[src/rtl/bcd_display_scan.sv]
// bcd_display_scan: holds a 4-digit BCD word and time-multiplexes it onto a
// shared 4-bit bus with active-low digit enables, one digit per DIV cycles.
// Loads go to a shadow register and are promoted to the displayed value only
// at the frame boundary, so a frame never mixes old and new digits.
// Optional feature macro: BCD_SCAN_LZB_EN (leading-zero blanking).
module bcd_display_scan #(
  parameter int DIV = 50000
) (
  input  logic        clk,
  input  logic        rst,
  input  logic        load,
  input  logic [15:0] digits_in,
  output logic [3:0]  bcd,
  output logic [3:0]  dig_en,
  output logic        pending
);

  localparam int CW = (DIV > 1) ? $clog2(DIV) : 1;
  localparam logic [CW-1:0] CNT_MAX = CW'(DIV - 1);

  logic [CW-1:0] cnt_reg;
  logic [1:0]    idx_reg;
  logic [15:0]   shadow_reg;
  logic [15:0]   active_reg;
  logic          pending_reg;
  logic [3:0]    bcd_reg;
  logic [3:0]    dig_en_reg;

  logic          tick;
  logic          boundary;
  logic [3:0]    nib [4];
  logic [3:0]    blank;

  assign tick     = (cnt_reg == CNT_MAX);
  assign boundary = tick && (idx_reg == 2'd3);

  // Per-digit nibble select and blank decision, both from the displayed value
  // so blanking lines up with bcd without extra latency.
  genvar gi;
  generate
    for (gi = 0; gi < 4; gi++) begin : g_digit
      assign nib[gi] = active_reg[4*gi +: 4];
`ifdef BCD_SCAN_LZB_EN
      if (gi == 0) begin : g_first
        assign blank[gi] = 1'b0;
      end else begin : g_upper
        assign blank[gi] = (active_reg[15:4*gi] == '0);
      end
`else
      assign blank[gi] = 1'b0;
`endif
    end
  endgenerate

  // Prescaler: one tick every DIV cycles.
  always_ff @(posedge clk or posedge rst) begin
    if (rst) begin
      cnt_reg <= '0;
    end else if (tick) begin
      cnt_reg <= '0;
    end else begin
      cnt_reg <= cnt_reg + CW'(1);
    end
  end

  // Digit index advances once per slot and wraps naturally at 3.
  always_ff @(posedge clk or posedge rst) begin
    if (rst) begin
      idx_reg <= 2'd0;
    end else if (tick) begin
      idx_reg <= idx_reg + 2'd1;
    end
  end

  // Double buffer: shadow takes every load, active is refreshed only at the
  // frame boundary; a load on the boundary cycle goes straight to active.
  always_ff @(posedge clk or posedge rst) begin
    if (rst) begin
      shadow_reg  <= '0;
      active_reg  <= '0;
      pending_reg <= 1'b0;
    end else begin
      if (load) begin
        shadow_reg <= digits_in;
      end
      if (boundary) begin
        if (load) begin
          active_reg <= digits_in;
        end else if (pending_reg) begin
          active_reg <= shadow_reg;
        end
        pending_reg <= 1'b0;
      end else if (load) begin
        pending_reg <= 1'b1;
      end
    end
  end

  // Registered scan outputs derived from the current index and active word.
  always_ff @(posedge clk or posedge rst) begin
    if (rst) begin
      bcd_reg    <= 4'h0;
      dig_en_reg <= 4'b1111;
    end else begin
      bcd_reg    <= nib[idx_reg];
      dig_en_reg <= blank[idx_reg] ? 4'b1111 : ~(4'b0001 << idx_reg);
    end
  end

  assign bcd     = bcd_reg;
  assign dig_en  = dig_en_reg;
  assign pending = pending_reg;

endmodule

[config.mk]
export PLATFORM = sky130hd
export DESIGN_NAME = bcd_display_scan
export DESIGN_NICKNAME = d
export VERILOG_FILES = /design/src/rtl/bcd_display_scan.sv
export SDC_FILE = /design/constraint.sdc
export NUM_CORES = 1
export LEC_CHECK = 0
export BUFFER_PORTS_ARGS = -buffer_cell sky130_fd_sc_hd__buf_4
export CAP_MARGIN = 40
export CORE_ASPECT_RATIO = 2
export CORE_MARGIN = 5
export CORE_UTILIZATION = 51
export DETAILED_ROUTE_END_ITERATION = 8
export GPL_TIMING_DRIVEN = 0
export PLACE_DENSITY = 0.74
export SYNTH_ARGS = -nofsm -noshare
export SYNTH_HDL_FRONTEND = slang
export SYNTH_SLANG_ARGS = --single-unit
[constraint.sdc]
create_clock -name clk -period 2.5 [get_ports clk]
set_clock_uncertainty 0.05 [all_clocks]
set_input_delay 0 -clock clk [delete_from_list [all_inputs] [get_ports clk]]
set_output_delay 0 -clock clk [all_outputs]
set_load 0.03 [all_outputs]
==> summary.md <==
| Metric | Value |
|---|---|
| Effective utilization at floorplan | 0.531 |
| Slew HR | 0.617 |
| RSZ-0062 raised after global routing | false |
| Via count | 1,488 |
| Residual DRC count | 0 |
| Total CTS buffers | 9 |
| Largest area contributor in the netlist | dfrtp_1 |
| Worst Path Required | 2.66 ns |
| Routed WL | 4510 um |
| Vias in the first global route | 1,696 |
| Remaining global-route overflow | 0 |
| Area contributors post-synth | dfrtp_1 56%, mux2_2 10%, mux2_4 6.1%, dfstp_2 4.3%, xnor2_1 4.3% |
| Peak VDD IR | 579 uV |
| Crit-path max FO | 4 |
| Leakage | 1.45 nW |
| Synth Flop Type | dfrtp_1 |
| FF+latch count, synth | 59 |
| Setup violators final | 0 |
| First-pass GRT wire length | 7600 um |
| Pin count of the biggest net entering global routing | 44 |
| Crit path kind | register to register |
| Pre-CTS WS | -0.135 ns |
| N_diodes | 0 |
| Initial DRC count | 15 |
| Synthesis-to-layout area growth | 27.2% |
| Share of the synthesized area in the top cell type | 0.558 |
| CTS H-tree lvls | 3 |
| Startpoint Class | register |
| Worst Max-Slew Pin Slew | 0.574 ns |
| Die area | 6410 um2 |
| Initial antenna violation count | 0 |
| First drt pass iteration count | 5 |
| Metal2 WL | 2450 um |
| Die Wd | 59.2 um |
| CP Cell Sequence | or4bb_1 > nor4_4 > nor3b_4 > buf_4 > mux2_2 |
| Routed length on met1 | 1690 um |
| Maximum clock path buffer count | 2 |
| Post-synth ARST share | 1.00 |
| Syn_area_per_cell | 14.6 um2 |
| Hold_ws | 0.143 ns |
| Reg clk slew, reported paths | 0.07 ns |
| Crit path largest cell delay | 0.57 ns |
| Root Buffer | clkbuf_8 |
| Synth Warn # | 0 |
| PwrDens | 618 nW/um2 |
| Post-route cell area | 3140 um2 |
| Wire length on met3 | 223 um |
| Crit path arrival time | 2.42 ns |
| Placed cell area | 2750 um2 |
| Top Ports | 28 |
| Syn nets | 193 |
| Wire per inst | 15.7 um |
| Number of nets with antenna violations after routing | 0 |
| Post-synth top cells | 55 x dfrtp_1, 22 x mux2_2, 13 x nor2_1 |
| Post-route setup slack | 0.245 ns |
| Worst hold path class | input pin to asynchronous set/reset pin |
| Post-synthesis cell area | 2460 um2 |
| CTS Sinks | 59 |
| Max-Cap Viols | 0 |
| Seq/Total Area, Yosys | 0.601 |
| Row Count | 35 |
| Layout net count | 251 |
| Post-synth EDFFs | 0 |
| Crit path capture type | register |
| Routed vias/inst | 5.18 |
| Final slew viol count | 0 |
| Library cell with the highest instance count after synthesis | dfrtp_1 |
| Status | completed |
| Die height | 108 um |
| IO buf count | 26 |
| Crit-path slowest cell | or4bb_1 |
| Gpl congestion | 0.821 |
| Top Metal Used | met4 |
| GRT Overall Usage | 0.162 |
| Core area | 4640 um2 |
| Yosys cell types | 25 |
| Clock tree from TritonCTS | yes |
| Period utilization | 0.902 |
| Worst path top cell family by delay | simple AND/OR/NAND/NOR gates |
| Maximum clock rate | 0.444 GHz |
| Worst path bufs/invs | 1 |
| Min cycle time layout | 2.25 ns |
| Hold Vio Cnt, Final | 0 |
| Post-cts sizing count | 0 |
| Layout cells sized above 1 | 0.388 |
| Clk_lat worst skew | 0.34 ns |
| Cell count after synthesis | 169 |
| DPL Wire Length | 3160 um |
[logic make-up after synthesis]
| family | share of synthesized area |
|---|---|
| adder cells (fa/ha/maj) | 0.0254 |
| flip-flops | 0.601 |
| multiplexers | 0.198 |
| AO/OA/AOI/OAI | 0.00406 |
| XOR/XNOR | 0.0533 |
| AND/OR/NAND/NOR | 0.0924 |
| buffers and inverters | 0.0259 |
[timing repair]
item | in CTS | in global routing
hold buffers | 17 | 0
setup buffers | 2 | 1
endpoints found under the setup margin | 11 | 11
cloned | 0 | 0
endpoints found under the hold margin | 84 | 0
pin swaps | 0 | 1
[cells in the final DEF, fill, tap and decap left out]
cell            n
buf_12          1
or4b_4          1
dlygate4sd3_1  17
nand2_1         5
xnor2_1        12
nor4_4          1
clkbuf_1        4
buf_8           1
dfrtp_1        55
mux2_4         10
buf_1           1
mux4_2          4
inv_2           1
or4bb_1         2
nor3b_4         1
xor2_1          3
clkbuf_8       10
nor2b_1         1
nand4_1         4
nor3_1          3
mux2_2         22
ha_1            5
clkinvlp_4      1
clkinv_2        3
a21oi_1         1
nor2_1         13
dfstp_2         4
inv_1           8
bufinv_16       1
buf_4          29
nor4_1          2
nand3_1         5
o21ai_0         1
[final cells by class]
| class | instances | area, um2 |
|---|---|---|
| inverters | 9 | 33.8 |
| repair buffers | 47 | 408 |
| plain buffers | 5 | 30.0 |
| multi-input cells | 96 | 920 |
| well taps | 55 | 68.8 |
| clock inverters | 5 | 52.6 |
| clock buffers | 11 | 141 |
| flip-flops and latches | 59 | 1480 |
| fillers | 346 | 1510 |
[worst min-delay path, delay by kind of cell]
kind                   cells  cell delay (ns)
buffers and inverters      3             0.93
[path summary, 6_finish.rpt]
path | startpoint | to | slack (ns) | cells past startpoint
worst max-delay path | cnt_reg[4] | active_reg[9] | 0.25 | 5
worst min-delay path | rst | shadow_reg[5] | 0.14 | 3
worst max register to register | cnt_reg[4] | active_reg[9] | 0.25 | 5
worst min register to register | shadow_reg[11] | shadow_reg[11] | 0.45 | 1
max in group asynchronous | rst | dig_en[0] | 1.65 | 4
min in group clk | load | shadow_reg[15] | 0.19 | 2
[per-stage QoR]
| step | util | TNS [ns] | total power, mW | cells |
|---|---|---|---|---|
| 6_report | 0.675 | 0 | 1.94 | 287 |
| 5_1_grt | 0.675 | 0 | 2.01 | 287 |
| 3_5_place_dp | 0.592 | -1.31 | 1.09 | 251 |
| 4_1_cts | 0.674 | 0 | 1.95 | 286 |
| 2_1_floorplan | - | 0 | 1.05 | 169 |
| 3_3_place_gp | 0.588 | -0.988 | 1.08 | 250 |
[routing by layer]
layer / global-route usage / up-vias
met2: 0.282 / 39
met4: 0.0875 / 0
met1: 0.167 / 739
met5: 0 / -
li1: - / 695
met3: 0.0502 / 15
[power by group]
group,switching (mW),total [mW],leakage (nW),internal (mW)
Sequential,0.00646,0.987,0.754,0.981
Combinational,0.0450,0.107,0.592,0.0618
Clock,0.360,0.842,0.0991,0.482
Total,0.412,1.94,1.45,1.52
No activity file was read; power rests on OpenSTA's default activity.
